<file path="src/rtl/multibyte_add_sequencer.sv">
// multibyte_add_sequencer: wide add/sub by running one 8-bit lookahead slice LSB-first over NBYTES cycles
module multibyte_add_sequencer #(
  parameter int NBYTES = 4
) (
  input  logic                clk,
  input  logic                rst_n,
  input  logic                start,
  input  logic                sub,
  input  logic [8*NBYTES-1:0] a,
  input  logic [8*NBYTES-1:0] b,
  output logic                busy,
  output logic                done,
  output logic [8*NBYTES-1:0] sum,
  output logic                cout,
  output logic                overflow
);
  localparam int W  = 8 * NBYTES;
  localparam int CW = $clog2(NBYTES);
  typedef enum logic [1:0] {IDLE, ADD, DONE} state_t;
  state_t state_q, state_d;
  logic [W-1:0] a_q, a_d, b_q, b_d, sum_q, sum_d;
  logic [CW-1:0] cnt_q, cnt_d;
  logic sub_q, sub_d, carry_q, carry_d, cout_q, cout_d, ovf_q, ovf_d;
  logic [7:0] sa, sb, g, p, ss;
  logic [8:0] c;
  logic t, last;
  // each carry is expanded from the slice generate/propagate terms, not chained
  always_comb begin
    sa = a_q[8*cnt_q +: 8];
    sb = b_q[8*cnt_q +: 8] ^ {8{sub_q}};
    g = sa & sb;
    p = sa ^ sb;
    c[0] = carry_q;
    t = 1'b0;
    for (int i = 0; i < 8; i++) begin
      t = carry_q;
      for (int j = 0; j <= i; j++) t = g[j] | (p[j] & t);
      c[i+1] = t;
    end
    ss = p ^ c[7:0];
    last = cnt_q == CW'(NBYTES - 1);
  end
  always_comb begin
    state_d = state_q;
    a_d = a_q;
    b_d = b_q;
    sub_d = sub_q;
    sum_d = sum_q;
    cnt_d = cnt_q;
    carry_d = carry_q;
    cout_d = cout_q;
    ovf_d = ovf_q;
    case (state_q)
      IDLE: if (start) begin
        a_d = a;
        b_d = b;
        sub_d = sub;
        carry_d = sub;
        cnt_d = '0;
        state_d = ADD;
      end
      ADD: begin
        sum_d[8*cnt_q +: 8] = ss;
        carry_d = c[8];
        cnt_d = cnt_q + 1'b1;
        if (last) begin
          cout_d = c[8];
          ovf_d = (a_q[W-1] == (b_q[W-1] ^ sub_q)) && (ss[7] != a_q[W-1]);
          state_d = DONE;
        end
      end
      DONE: state_d = IDLE;
      default: state_d = IDLE;
    endcase
  end
  always_ff @(posedge clk) begin
    if (!rst_n) begin
      state_q <= IDLE;
      a_q <= '0;
      b_q <= '0;
      sub_q <= 1'b0;
      sum_q <= '0;
      cnt_q <= '0;
      carry_q <= 1'b0;
      cout_q <= 1'b0;
      ovf_q <= 1'b0;
    end else begin
      state_q <= state_d;
      a_q <= a_d;
      b_q <= b_d;
      sub_q <= sub_d;
      sum_q <= sum_d;
      cnt_q <= cnt_d;
      carry_q <= carry_d;
      cout_q <= cout_d;
      ovf_q <= ovf_d;
    end
  end
  assign busy = state_q != IDLE;
  assign done = state_q == DONE;
  assign sum = sum_q;
  assign cout = cout_q;
  assign overflow = ovf_q;
endmodule
</file>
<file path="config.mk">
export PLATFORM = sky130hd
export DESIGN_NAME = multibyte_add_sequencer
export DESIGN_NICKNAME = d
export VERILOG_FILES = /design/src/rtl/multibyte_add_sequencer.sv
export SDC_FILE = /design/constraint.sdc
export NUM_CORES = 1
export LEC_CHECK = 0
export CAP_MARGIN = 20
export CORE_ASPECT_RATIO = 1.1
export CORE_MARGIN = 1
export CORE_UTILIZATION = 45
export CTS_CLUSTER_DIAMETER = 80
export DETAILED_ROUTE_END_ITERATION = 7
export PLACE_DENSITY = 0.77
export SLEW_MARGIN = 20
export SYNTH_ARGS = -nofsm -noshare
export SYNTH_HDL_FRONTEND = slang
export SYNTH_SLANG_ARGS = --single-unit
</file>
<file path="constraint.sdc">
create_clock -name clk -period 5.03 [get_ports clk]
set_input_delay 0.7545 -clock clk [delete_from_list [all_inputs] [get_ports clk]]
set_output_delay 0.7545 -clock clk [all_outputs]
set_load 0.05 [all_outputs]
</file>
# After elaboration in Yosys (flattened, before gate mapping)

Cells that the tools add are included.

Bits in registers: 104
Bits in latches: 0
Memory bits (writable): 0
ROM bits: 0
Input port bits: 68
Output and inout bits: 36
Logic and storage cells: 59
Memories kept: 0

Add/subtract/negate cells: 2
$mul: 0
Div/mod/pow operators: 0
Magnitude comparators: 0
Equality and inequality tests: 7
Shift-type cells: 4
Mux-type cells: 8
Bitwise gates (word level): 21
Reductions and logical operators: 8

Operator list:

| cell                                                   | number |
|---|---|
| variable part select 32 x 6 -> 8 bit                   | 2 |
| negation 5 -> 34 bit                                   | 1 |
| variable shift 8 x 34 -> 32 bit (first input constant) | 1 |
| variable part select 8 x 34 -> 32 bit                  | 1 |
| bitwise mux 32 bit                                     | 1 |
| XOR 8 bit                                              | 3 |
| bitwise AND 1 bit                                      | 8 |
| bitwise AND 8 bit                                      | 1 |
| OR 1 bit                                               | 8 |
| case mux 2 bit (2 select lines)                        | 2 |
| AND reduction 2 bit                                    | 4 |
| two-way mux 2 bit                                      | 3 |
| equality test 2 bit (second input constant)            | 2 |
| != test 2 bit (second input constant)                  | 2 |
| nonzero test 2 bit                                     | 2 |
| adder 2 x 1 -> 2 bit (second input constant)           | 1 |
| equality test 2 x 1 -> 1 bit (second input constant)   | 1 |
| zero test 2 bit                                        | 1 |
| case mux 1 bit (2 select lines)                        | 1 |
| equality test 1 bit                                    | 1 |
| logical AND 1 bit                                      | 1 |
| two-way mux 1 bit                                      | 1 |
| != test 1 bit                                          | 1 |
| XOR 1 bit                                              | 1 |

# Depth between registers and ports, before layout

Gate-level depths: netlist of the first run.

Depth in word-level cells: 20
Gate-level depth with buffers: 16
Mapped depth without buffers: 14

# Worst setup path before layout of the first run

No wires, ideal clock.

Path kind: reg2reg
Start point: reg cnt_q[0]
End point: reg sum_q[7] (netlist: sum[7])
Setup time: 0.070 ns
Arrival: 4.953 ns
Required time: 4.960 ns
Setup slack: 0.006 ns
Cell stages (with the launch flop): 16
Path buffers: 2
Clock period less this slack: 5.024 ns
Cell sequence: dfxtp_1 buf_4 buf_2 mux4_2 xor2_1 fa_1 inv_1 fa_1 fa_1 fa_1 fa_1 fa_1 fa_1 fa_1 or4_1 a21oi_1

Cells in the longest elaborated chain, start to end: 20
Elaborated cells between the ends (all ways): 24
Classes of those cells: 1 x add/sub; 4 x shift; 1 x mux; 18 x bitwise

RTL lines:

| what                                  | line | source |
|---|---|---|
| start: declaration                    | 22   | `logic [CW-1:0] cnt_q, cnt_d;` |
| start signal: assignment              | 93   | `cnt_q <= cnt_d;` |
| variable part select 32 x 6 -> 8 bit  | 30   | `sb = b_q[8*cnt_q +: 8] ^ {8{sub_q}};` |
| XOR 8 bit                             | 30   |  |
| XOR 8 bit                             | 32   | `p = sa ^ sb;` |
| bitwise AND 1 bit                     | 37   | `for (int j = 0; j <= i; j++) t = g[j] \| (p[j] & t);` |
| OR 1 bit                              | 37   |  |
| bitwise AND 1 bit                     | 37   |  |
| OR 1 bit                              | 37   |  |
| bitwise AND 1 bit                     | 37   |  |
| (+4 left out)                         | --   |  |
| OR 1 bit                              | 37   |  |
| bitwise AND 1 bit                     | 37   |  |
| OR 1 bit                              | 37   |  |
| bitwise AND 1 bit                     | 37   |  |
| OR 1 bit                              | 37   |  |
| XOR 8 bit                             | 40   | `ss = p ^ c[7:0];` |
| variable part select 8 x 34 -> 32 bit | 63   | `sum_d[8*cnt_q +: 8] = ss;` |
| bitwise mux 32 bit (*)                | 63   |  |
| end signal: assignment                | 92   | `sum_q <= sum_d;` |
| end: declaration                      | 21   | `logic [W-1:0] a_q, a_d, b_q, b_d, sum_q, sum_d;` |

Mark *: on every way between the ends. The rest lies on a longest branch, timed or not.
A chain may end at the register's enable or synchronous reset.

# Worst setup path in the final report of the first run

Start point: reg cnt_q[1]
End point: reg ovf_q (netlist: overflow)

Cells in the longest elaborated chain, start to end: 20
Elaborated cells between the ends (all ways): 24
Classes of those cells: 2 x eq/ne; 2 x shift; 18 x bitwise; 2 x reduce/logical

RTL lines:

| what                                 | line | source |
|---|---|---|
| variable part select 32 x 6 -> 8 bit | 30   |  |
| XOR 8 bit                            | 30   |  |
| XOR 8 bit                            | 32   |  |
| bitwise AND 1 bit                    | 37   |  |
| OR 1 bit                             | 37   |  |
| bitwise AND 1 bit                    | 37   |  |
| OR 1 bit                             | 37   |  |
| bitwise AND 1 bit                    | 37   |  |
| (+4 left out)                        | --   |  |
| OR 1 bit                             | 37   |  |
| bitwise AND 1 bit                    | 37   |  |
| OR 1 bit                             | 37   |  |
| bitwise AND 1 bit                    | 37   |  |
| OR 1 bit                             | 37   |  |
| XOR 8 bit                            | 40   |  |
| != test 1 bit                        | 68   | `ovf_d = (a_q[W-1] == (b_q[W-1] ^ sub_q)) && (ss[7] != a_q[W-1]);` |
| logical AND 1 bit                    | 68   |  |
| end signal: assignment               | 96   | `ovf_q <= ovf_d;` |
| end: declaration                     | 23   | `logic sub_q, sub_d, carry_q, carry_d, cout_q, cout_d, ovf_q, ovf_d;` |

Several ways; a longest one is shown, not always the timed one.

==> results.py, run 1 <==
metrics = {
    "detailed_routing": {
        "route.antenna.remaining_nets": 0,
        "dr.first_iter.drc_count": 144,
        "dr.pass1.iters": 5,
        "drc": 0,
        "vias": 3878,
        "drt_wl_total_um": 11000,
        "wl_per_cell_um": 15.2,
        "vias_per_cell": 5.37,
    },
    "logic_synthesis": {
        "avgSynthCellArea_sq_um": 8.75,
        "synth_most_common_cell": "nand2_1",
        "syn-cell-area_sq_um": 4510,
        "syn-num-nets": 597,
        "ys_top_cells_by_count": "157 x nand2_1, 104 x dfxtp_1, 91 x a21oi_1",
        "yosysWarningCount": 0,
        "synthArstFlopShare_pct": 0,
        "syn_inst": 515,
        "synth_top_cell_by_area": "dfxtp_1",
        "synth_edf_count": 0,
        "ys_ff_latch": 104,
        "synth_top_area_share_pct": 46.2,
        "netlist_top_cells_area": "dfxtp_1 46%, nand2_1 13%, a21oi_1 10%, mux4_2 8.0%, fa_1 3.6%",
        "ys_seq_area_share_pct": 46.2,
        "synthFlopType": "dfxtp_1",
        "netlist-cell-type-count": 39,
    },
    "grt": {
        "overflow": 0,
        "grt_pass1_vias": 3799,
        "antenna_found_initial": 0,
        "grt_pass1_wl_um": 18200,
        "grt.total_usage_pct": 21.9,
        "grt_max_degree": 66,
    },
    "power_and_ir_drop": {
        "ir_worst_vdd_mv": 0.167,
        "powerDensity_nw_per_um2": 291,
        "power_leakage_nw": 2.00,
    },
    "critical_path": {
        "setup.worst_path.class": "register to register",
        "worstSetupEndpointType": "register",
        "cp_data_required_time_ns": 5.32,
        "cp-start-kind": "register",
        "crit_fanout": 5,
        "cp.arrival_ns": 5.11,
    },
    "cts": {
        "clk_latency_ns": 0.37,
        "cts.sinks": 104,
        "htreeDepth": 3,
        "cts_tree": "built",
        "postCtsHoldBufs": 0,
        "cts_root_buffer": "clkbuf_8",
        "cts.clk_slew.worst_paths_ns": 0.10,
        "clockBufferDepth": 2,
        "numCtsBuffers": 9,
    },
    "min_path": {
        "hold_path_class": "register to register",
    },
    "place": {
        "globalplace.congestion": 0.889,
        "io_buffers": 103,
        "hpwl_um": 7920,
    },
    "die": {
        "rows": 37,
        "die_x_um": 97.4,
        "die_area_sq_um": 10400,
        "core-area_sq_um": 9540,
        "io_pins": 104,
        "die_h_um": 107,
        "initial_core_util_pct": 47.3,
    },
    "outcome": {
        "status": "finished clean",
    },
    "timing": {
        "period_share_pct": 95.8,
        "fin_skew_ns": 0.0106,
        "whs_ns": 0.458,
        "setup_viol": 0,
        "slew_headroom_pct": 31.5,
        "finalHoldViolations": 0,
        "rsz0062_at_grt": "no",
        "finalCriticalPeriod_ns": 4.82,
        "fin_setup_tns_ns": 0,
        "final_max_slew_viol_count": 0,
        "fmaxAchievable_ghz": 0.208,
        "worstMarginPinSlew_ns": 1.03,
    },
    "layout": {
        "num-fill-cells": 828,
        "drive_gt1_share_pct": 7.77,
        "antenna_cells": 0,
        "syn_to_final_growth_pct": 29.3,
        "layout.nets": 682,
    },
    "job": {
        "maxCapViolCount": 0,
    },
}
[final cells by class]
| cell class | instances | area [sq um] | share of cell area, % |
|---|---|---|---|
| Multi-Input combinational cell | 363 | 2250 | 38.6 |
| Sequential cell | 104 | 2090 | 35.8 |
| Timing Repair Buffer | 110 | 1100 | 18.8 |
| Tap cell | 117 | 146 | 2.51 |
| Clock buffer | 10 | 138 | 2.36 |
| Clock inverter | 6 | 67.6 | 1.16 |
| Inverter | 12 | 45.0 | 0.773 |
[path summary, 6_finish.rpt]
path / from / to / slack, ns / cells past startpoint
setup reg to reg: cnt_q[1]$_SDFFE_PN0P_ / overflow$_SDFFE_PN0P_ / 0.21 / 14
hold reg to reg: sum[5]$_SDFFE_PN0P_ / sum[5]$_SDFFE_PN0P_ / 0.46 / 2
setup / recovery: cnt_q[1]$_SDFFE_PN0P_ / overflow$_SDFFE_PN0P_ / 0.21 / 14
hold / removal: sum[5]$_SDFFE_PN0P_ / sum[5]$_SDFFE_PN0P_ / 0.46 / 2
[through the flow]
step           setup slack (ns)  cells  instance area [sq um]  power [mW]  util [%]
2_1_floorplan           0.00609    515                   4510        1.06         -
3_3_place_gp              0.183    706                   5610        1.17      58.8
3_5_place_dp              0.101    706                   5610        1.18      58.8
4_1_cts                  0.0716    722                   5810        1.70      61.0
5_1_grt                  0.0133    722                   5830        1.76      61.1
6_report                  0.213    722                   5830        1.70      61.1
[critical path: stages, from the launching register on]
cell,delay (ns)
dfxtp_4,0.38
mux4_2,0.52
xor2_2,0.20
fa_1,0.18
inv_1,0.05
fa_1,0.38
fa_2,0.36
fa_2,0.36
fa_1,0.39
fa_1,0.39
fa_1,0.39
fa_1,0.45
buf_4,0.17
or3_1,0.36
a31oi_1,0.17
[logic make-up (layout without fill, tap and decap cells)]
logic type	Yosys count	in the layout	synth area share [%]
compound gates	107	107	12.8
simple gates	217	217	21.8
fa+ha+maj	14	14	5.22
xor+xnor	9	9	1.75
mux	16	16	8.00
flops	104	104	46.2
buf+inv	48	138	4.30
[registers in the layout, summed over array words and instances (netlist names)]
signal	count
a_q	32
b_q	32
carry_q	1
cnt_q	2
cout	1
overflow	1
state_q	2
sub_q	1
sum	32
[what timing repair did]
item,CTS,global route
endpoints found under the setup margin,0,5
setup buffers,0,0
resized for setup,0,5
[power by group]
part	leakage [nW]	switching (mW)	internal (mW)
Sequential	0.850	0.0228	0.858
Clock	0.0989	0.289	0.245
Combinational	1.05	0.152	0.131
[layer usage]
metal	up-vias	track usage [%]	routed length [um]
met2	138	37.9	5470
met5	-	0	0
met4	0	6.72	129
met1	1818	27.6	4600
met3	10	4.56	752
li1	1912	-	-
[placed cells by master, fill, tap and decap left out, types with 2 or more instances in the layout]
master,netlist,final
nand2_1,157,157
dfxtp_1,104,103
clkdlybuf4s50_1,0,103
a21oi_1,91,91
mux4_2,16,16
or3_1,16,16
inv_1,11,11
clkbuf_8,0,10
a22oi_1,9,9
nor2_1,9,9
xnor2_1,7,7
nor3b_1,8,7
or4_1,7,7
fa_1,8,6
ha_1,6,6
buf_4,1,6
nand3b_1,4,4
nand2b_1,3,3
nor2b_1,2,2
nand4_1,2,2
fa_2,0,2
clkinvlp_4,0,2
No activity file was read; power rests on OpenSTA's default activity.
==> inputs of run 2 (changes only) <==
--- a/config.mk
+++ b/config.mk
@@ -8,10 +8,11 @@
 export CAP_MARGIN = 20
 export CORE_ASPECT_RATIO = 1.1
 export CORE_MARGIN = 1
-export CORE_UTILIZATION = 45
+export CORE_UTILIZATION = 56
+export CTS_BUF_LIST = sky130_fd_sc_hd__clkbuf_2
 export CTS_CLUSTER_DIAMETER = 80
 export DETAILED_ROUTE_END_ITERATION = 7
-export PLACE_DENSITY = 0.77
+export PLACE_DENSITY = 0.89
 export SLEW_MARGIN = 20
 export SYNTH_ARGS = -nofsm -noshare
 export SYNTH_HDL_FRONTEND = slang
==> constraint.sdc (replaced) <==
create_clock -name clk -period 6.1 [get_ports clk]
set_input_delay 0.915 -clock clk [delete_from_list [all_inputs] [get_ports clk]]
set_output_delay 0.915 -clock clk [all_outputs]
set_load 0.05 [all_outputs]
==> run 2 against run 1 <==
  * Fmax decreased by 8.1%
  * Critical path depth is 2 lower
  * Total power decreased by 22%
  * Cell count fell by 1.9%
  * Die area decreased by 19%
  * Global-route usage increased by 6.2 points
  * Non-clock buffer count down 2
  * Utilization increased by 14 points
  * Highest routed layer unchanged
  * Clock skew rose by 0.013 ns
==> results.py, run 2 (synthesis gave the netlist of run 1 again) <==
metrics = {
    "outcome": {
        "status": "finished clean",
    },
    "layout": {
        "layout.nets": 680,
        "final_design_area_no_fill_sq_um": 5710,
        "num-fill-cells": 560,
        "layout_common_cells": "157 x nand2_1, 104 x dfxtp_1, 103 x clkdlybuf4s50_1, 91 x a21oi_1",
        "final_common_cell": "nand2_1",
        "syn_to_final_growth_pct": 26.8,
        "drive_gt1_share_pct": 6.97,
        "antenna_cells": 0,
    },
    "detailed_routing": {
        "drc": 0,
        "vias": 4003,
        "dr.first_iter.drc_count": 271,
        "vias_per_cell": 5.65,
        "wl_per_cell_um": 15.6,
        "dr.pass1.iters": 5,
        "route.antenna.remaining_nets": 0,
        "drt_wl_total_um": 11100,
    },
    "die": {
        "die_h_um": 96.1,
        "die_area_sq_um": 8410,
        "die_x_um": 87.5,
        "io_pins": 104,
        "core-area_sq_um": 7640,
        "initial_core_util_pct": 59.0,
        "rows": 33,
    },
    "timing": {
        "finalCriticalPeriod_ns": 5.24,
        "fin_setup_tns_ns": 0,
        "final_max_slew_viol_count": 0,
        "worstMarginPinSlew_ns": 1.00,
        "fmaxAchievable_ghz": 0.191,
        "slew_headroom_pct": 33.2,
        "period_share_pct": 85.9,
        "fin_skew_ns": 0.0237,
        "rsz0062_at_grt": "no",
        "setup_viol": 0,
        "worst_slack_ns": 0.860,
        "finalHoldViolations": 0,
    },
    "grt": {
        "grt_pass1_wl_um": 18100,
        "met3_usage_pct": 3.86,
        "overflow": 0,
        "grt_use_met2_pct": 50.5,
        "busiest_layer": "met2",
        "antenna_found_initial": 0,
        "grt_max_degree": 101,
        "grt.total_usage_pct": 28.1,
        "grt_pass1_vias": 4047,
        "met1_usage_pct": 32.1,
    },
    "cts": {
        "post_cts_buffers": 0,
        "cts.sinks": 104,
        "cts_root_buffer": "clkbuf_2",
        "htreeDepth": 3,
        "cts.clk_slew.worst_paths_ns": 0.26,
        "postCtsHoldBufs": 0,
        "numCtsBuffers": 9,
        "cts_tree": "built",
        "clockBufferDepth": 2,
        "cts_resized": 0,
        "clk_latency_ns": 0.55,
    },
    "critical_path": {
        "path_cells": "buf_4 > mux4_2 > xnor2_1 > fa_1 > fa_1 > fa_1 > fa_1 > fa_1 > fa_1 > fa_1 > or4_1 > a21oi_1",
        "cp.arrival_ns": 5.73,
        "cp_data_required_time_ns": 6.59,
        "cp_common_cell": "fa_1",
        "path_depth": 12,
        "cp-start-kind": "register",
        "cpLargestDelayFamily": "adder cells",
        "critPathBufInv": 1,
        "crit_fanout": 20,
        "worstSetupEndpointType": "register",
        "setup.worst_path.class": "register to register",
        "worstRegToRegCells": 12,
        "max_stage_delay_ns": 0.55,
        "cp_slowest_cell": "mux4_2",
    },
    "power_and_ir_drop": {
        "combPwrFrac_pct": 17.5,
        "pwr-share-clk_pct": 27.5,
        "switching_share_pct": 28.1,
        "powerDensity_nw_per_um2": 233,
        "p_int_mw": 0.955,
        "ir_worst_vdd_mv": 0.165,
        "pwr-share-seq_pct": 55.0,
        "power_leakage_nw": 1.97,
        "switching_power_mw": 0.374,
    },
    "place": {
        "pre_cts_slack_ns": 0.949,
        "place_area_sq_um": 5570,
        "hpwl_um": 8130,
        "io_buffers": 103,
        "globalplace.congestion": 0.834,
    },
    "job": {
        "maxCapViolCount": 0,
    },
    "min_path": {
        "hold_path_class": "register to register",
        "hold_path_depth": 2,
    },
}
==> run 2: cell types whose count changed in the layout (fill, tap and decap cells not counted), moves of 2 or more <==
| cell | delta |
|---|---|
| clkbuf_2 | +10 |
| fa_1 | +2 |
| clkbuf_8 | -10 |
| fa_2 | -2 |
==> run 2: final cells by class <==
type	count	area, sq um	share of cell area, %
clock buffer	10	50.0	0.876
sequential	104	2080	36.4
multi-input combinational	363	2240	39.3
tap	105	131	2.30
timing repair buffer	108	1070	18.7
clock inverter	6	92.6	1.62
inverter	12	45.0	0.788
==> run 2: worst paths after layout <==
check	slack [ns]	endpoint	from
worst min-delay path	0.47	sum[13]$_SDFFE_PN0P_	sum[13]$_SDFFE_PN0P_
worst max-delay path	0.86	sum[7]$_SDFFE_PN0P_	cnt_q[1]$_SDFFE_PN0P_
worst max register to register	0.86	sum[7]$_SDFFE_PN0P_	cnt_q[1]$_SDFFE_PN0P_
worst min register to register	0.47	sum[13]$_SDFFE_PN0P_	sum[13]$_SDFFE_PN0P_
==> run 2: layer usage <==
layer  routed length (um)  share of wire (%)  vias up
met5                    0                  0        -
met4                  425                3.8        0
met3                  644                5.8       42
met2                 5740                 52      183
met1                 4270                 38     1872
li1                     -                  -     1906
==> run 2: tightest hold or removal path: cells and delay by family, from the launching register on <==
kind	cells	cell delay (ns)
AOI/OAI and AO/OA	1	0.05
DFF	1	0.37
and+or+nand+nor	1	0.05
==> run 2: through the flow <==
step / total power, mW / instances / hold slack, ns / util (%)
6_report: 1.33 / 708 / 0.470 / 74.8
5_1_grt: 1.37 / 708 / 0.488 / 74.8
4_1_cts: 1.33 / 708 / 0.473 / 74.8
3_5_place_dp: 0.973 / 692 / 0.445 / 72.9
3_3_place_gp: 0.961 / 692 / 0.439 / 72.8
2_1_floorplan: 0.873 / 515 / 0.433 / -
==> run 2: power by group through the flow <==
| stage | sequential [mW] | clock (mW) | combinational [mW] |
|---|---|---|---|
| 2_1_floorplan | 0.746 | 0 | 0.127 |
| 3_3_place_gp | 0.741 | 0 | 0.220 |
| 3_5_place_dp | 0.743 | 0 | 0.229 |
| 4_1_cts | 0.731 | 0.365 | 0.230 |
| 5_1_grt | 0.735 | 0.389 | 0.250 |
| 6_report | 0.731 | 0.365 | 0.233 |
==> inputs of run 3 (changes only) <==
--- a/config.mk
+++ b/config.mk
@@ -5,6 +5,7 @@
 export SDC_FILE = /design/constraint.sdc
 export NUM_CORES = 1
 export LEC_CHECK = 0
+export ABC_AREA = 1
 export CAP_MARGIN = 20
 export CORE_ASPECT_RATIO = 1.1
 export CORE_MARGIN = 1
@@ -12,7 +13,7 @@
 export CTS_BUF_LIST = sky130_fd_sc_hd__clkbuf_2
 export CTS_CLUSTER_DIAMETER = 80
 export DETAILED_ROUTE_END_ITERATION = 7
-export PLACE_DENSITY = 0.89
+export PLACE_DENSITY = 0.88
 export SLEW_MARGIN = 20
 export SYNTH_ARGS = -nofsm -noshare
 export SYNTH_HDL_FRONTEND = slang
==> run 3 against run 2 <==
  * Sequential share of layout area decreased by 0.72 points
  * Non-clock buffer count unchanged
  * Total power increased by 8.6%
  * Combinational power increased by 52%
  * Largest power group unchanged
  * Utilization decreased by 2.3 points
  * Sequential cell count unchanged
  * Register-to-register slack got worse by 0.02 ns
  * Synthesized area increased by 4.4%
  * Clock-buffer cell count decreased by 1
  * Sequential power increased by 3.3%
  * First-iteration DRC count decreased by 7.0%
==> results.py, run 3 <==
metrics = {
    "outcome": {
        "status": "finished clean",
    },
    "cts": {
        "cts_resized": 0,
        "htreeDepth": 3,
        "cts_tree": "built",
        "clockBufferDepth": 2,
        "cts.sinks": 104,
        "postCtsHoldBufs": 0,
        "post_cts_buffers": 0,
        "clk_latency_ns": 0.60,
        "numCtsBuffers": 9,
        "cts_root_buffer": "clkbuf_2",
        "cts.clk_slew.worst_paths_ns": 0.30,
    },
    "place": {
        "hpwl_um": 8330,
        "globalplace.congestion": 0.899,
        "io_buffers": 103,
    },
    "critical_path": {
        "regToRegStartpoint": "cnt_q[1]$_SDFFE_PN0P_",
        "path_depth": 19,
        "worstSetupEndpointType": "register",
        "cp_data_required_time_ns": 6.61,
        "max_stage_delay_ns": 0.49,
        "cpLargestDelayFamily": "adder cells",
        "cp_common_cell": "fa_1",
        "crit_fanout": 21,
        "worstReg2RegEnd": "sum[31]$_SDFFE_PN0P_",
        "startpoint": "cnt_q[1]$_SDFFE_PN0P_",
        "r2r_slack_ns": 0.84,
        "setup.worst_path.class": "register to register",
        "cp.arrival_ns": 5.76,
        "worstRegToRegCells": 19,
        "critPathBufInv": 4,
        "cp_slowest_cell": "fa_1",
        "cp-start-kind": "register",
        "cp-endpoint": "sum[31]$_SDFFE_PN0P_",
        "path_cells": "buf_4 > clkinv_1 > nand3_1 > nand2_1 > xor2_1 > fa_1 > inv_1 > fa_1 > fa_1 > fa_1 > fa_1 > fa_1 > fa_1 > fa_1 > inv_1 > nand2_1 > nor2_1 > nand2_1 > a21oi_1",
    },
    "grt": {
        "overflow": 0,
        "grt_pass1_wl_um": 18800,
        "grt_pass1_vias": 4165,
        "grt_max_degree": 74,
        "antenna_found_initial": 0,
        "grt.total_usage_pct": 27.4,
    },
    "detailed_routing": {
        "dr.pass1.iters": 5,
        "drt_wl_total_um": 11100,
        "vias_per_cell": 5.27,
        "route.antenna.remaining_nets": 0,
        "wl_per_cell_um": 13.2,
        "vias": 4445,
        "drc": 0,
        "dr.first_iter.drc_count": 252,
    },
    "logic_synthesis": {
        "ys_seq_area_share_pct": 44.2,
        "netlist-cell-type-count": 28,
        "syn-num-nets": 734,
        "syn_inst": 652,
        "netlist_top_cells_area": "dfxtp_1 44%, nor2_1 13%, o21ai_0 9.0%, nand2_1 8.9%, a21oi_1 3.4%",
        "synth_top_area_share_pct": 44.2,
        "synth_edf_count": 0,
        "synth_top_cell_by_area": "dfxtp_1",
        "ys_ff_latch": 104,
        "ys_top_cells_by_count": "161 x nor2_1, 111 x nand2_1, 104 x dfxtp_1",
        "avgSynthCellArea_sq_um": 7.22,
        "syn-cell-area_sq_um": 4710,
        "synthFlopType": "dfxtp_1",
        "synthArstFlopShare_pct": 0,
        "synth_most_common_cell": "nor2_1",
        "yosysWarningCount": 0,
    },
    "timing": {
        "period_share_pct": 86.2,
        "worstMarginPinSlew_ns": 0.986,
        "fin_setup_tns_ns": 0,
        "rsz0062_at_grt": "no",
        "finalHoldViolations": 0,
        "whs_ns": 0.481,
        "setup_viol": 0,
        "final_max_slew_viol_count": 0,
        "fin_skew_ns": 0.0440,
        "slew_headroom_pct": 34.2,
        "finalCriticalPeriod_ns": 5.26,
        "fmaxAchievable_ghz": 0.190,
    },
    "die": {
        "rows": 34,
        "initial_core_util_pct": 58.5,
        "die_area_sq_um": 8780,
        "core-area_sq_um": 8040,
        "die_h_um": 98.2,
        "die_x_um": 89.4,
        "io_pins": 104,
    },
    "layout": {
        "ff_latch_area_sq_um": 2080,
        "num-fill-cells": 646,
        "final_common_cell": "nor2_1",
        "drive_gt1_share_pct": 4.49,
        "layout_common_cells": "161 x nor2_1, 111 x nand2_1, 104 x dfxtp_1, 102 x clkdlybuf4s50_1, 85 x o21ai_0",
        "syn_to_final_growth_pct": 23.8,
        "multi_input_area_sq_um": 2310,
        "layout.nets": 812,
        "antenna_cells": 0,
    },
    "job": {
        "maxCapViolCount": 0,
    },
    "power_and_ir_drop": {
        "ir_worst_vdd_mv": 0.154,
        "p_int_mw": 0.968,
        "switching_share_pct": 33.0,
        "power_leakage_nw": 2.28,
        "switching_power_mw": 0.476,
        "pwr-share-seq_pct": 52.3,
        "pwr-share-clk_pct": 23.2,
        "powerDensity_nw_per_um2": 248,
        "combPwrFrac_pct": 24.6,
    },
    "min_path": {
        "hold_path_class": "register to register",
    },
}
run 3: cell count changes after synthesis, sizes merged, moves of 7 or more:
| cell | change |
|---|---|
| mux4 | -16 |
| o21ai | +87 |
| xnor2 | -7 |
| nor3 | +14 |
| nand2 | -42 |
| nor2 | +156 |
| a21oi | -59 |
| inv | +19 |
| nand3 | +23 |
| nor3b | -8 |
| a22oi | -9 |
| or4 | -7 |
| or3 | -16 |
run 3: metrics by stage:
stage,utilization [%],instances,cell area (sq um),worst slack (ns),power (mW)
final,72.5,843,5830,0.841,1.44
after global routing,72.5,843,5830,0.486,1.52
after CTS,72.5,843,5830,0.873,1.44
after detailed placement,71.0,827,5710,0.976,1.12
after global placement,71.0,827,5710,1.10,1.11
after floorplan,-,652,4710,1.54,1.01
run 3: kinds of logic after synthesis:
family / synth area share (%)
AO/OA/AOI/OAI: 14.3
XOR/XNOR: 1.49
adder cells (fa/ha/maj): 5.00
buffers and inverters: 6.78
flip-flops: 44.2
AND/OR/NAND/NOR: 28.2
run 3: power groups by stage:
stage               Clock (mW)  Combinational, mW  Sequential [mW]
floorplan                    0              0.229            0.777
global placement             0              0.341            0.766
detailed placement           0              0.351            0.767
CTS                      0.333              0.352            0.755
global route             0.360              0.397            0.760
finish                   0.335              0.355            0.755
run 3: final cells by class:
cell class                 instances  share of cell area [%]
clock buffer                       9                   0.773
timing repair buffer             108                    18.2
inverter                          32                    2.06
tap                              108                    2.32
multi-input combinational        475                    39.6
sequential                       104                    35.7
clock inverter                     7                    1.33
run 3: routing by layer:
metal | track usage (%) | part of all wire, % | vias to the layer above
li1 | - | - | 2246
met5 | 0 | 0 | -
met1 | 33.9 | 43 | 2001
met4 | 11.6 | 3.0 | 0
met3 | 4.14 | 5.1 | 32
met2 | 46.5 | 49 | 166
run 3: worst min path at each step:
| stage | from | endpoint | slack [ns] | depth (start not counted) |
|---|---|---|---|---|
| 3_3_place_gp | sum[19]$_SDFFE_PN0P_ | sum[19]$_SDFFE_PN0P_ | 0.45 | 2 |
| 5_1_grt | sum[25]$_SDFFE_PN0P_ | sum[25]$_SDFFE_PN0P_ | 0.50 | 2 |
| 3_5_place_dp | sum[18]$_SDFFE_PN0P_ | sum[18]$_SDFFE_PN0P_ | 0.45 | 2 |
| 4_1_cts | sum[18]$_SDFFE_PN0P_ | sum[18]$_SDFFE_PN0P_ | 0.48 | 2 |
| 6_report | sum[18]$_SDFFE_PN0P_ | sum[18]$_SDFFE_PN0P_ | 0.48 | 2 |
| 2_1_floorplan | a_q[15]$_SDFFE_PN0P_ | a_q[15]$_SDFFE_PN0P_ | 0.45 | 2 |
run 3: worst reg2reg max path, delay by kind of cell (launching register included):
kind            cells  cell delay, ns
simple gates        5            0.59
fa+ha+maj           8            3.04
xor+xnor            1            0.18
compound gates      1            0.11
buf+inv             4            0.85
flops               1            0.40
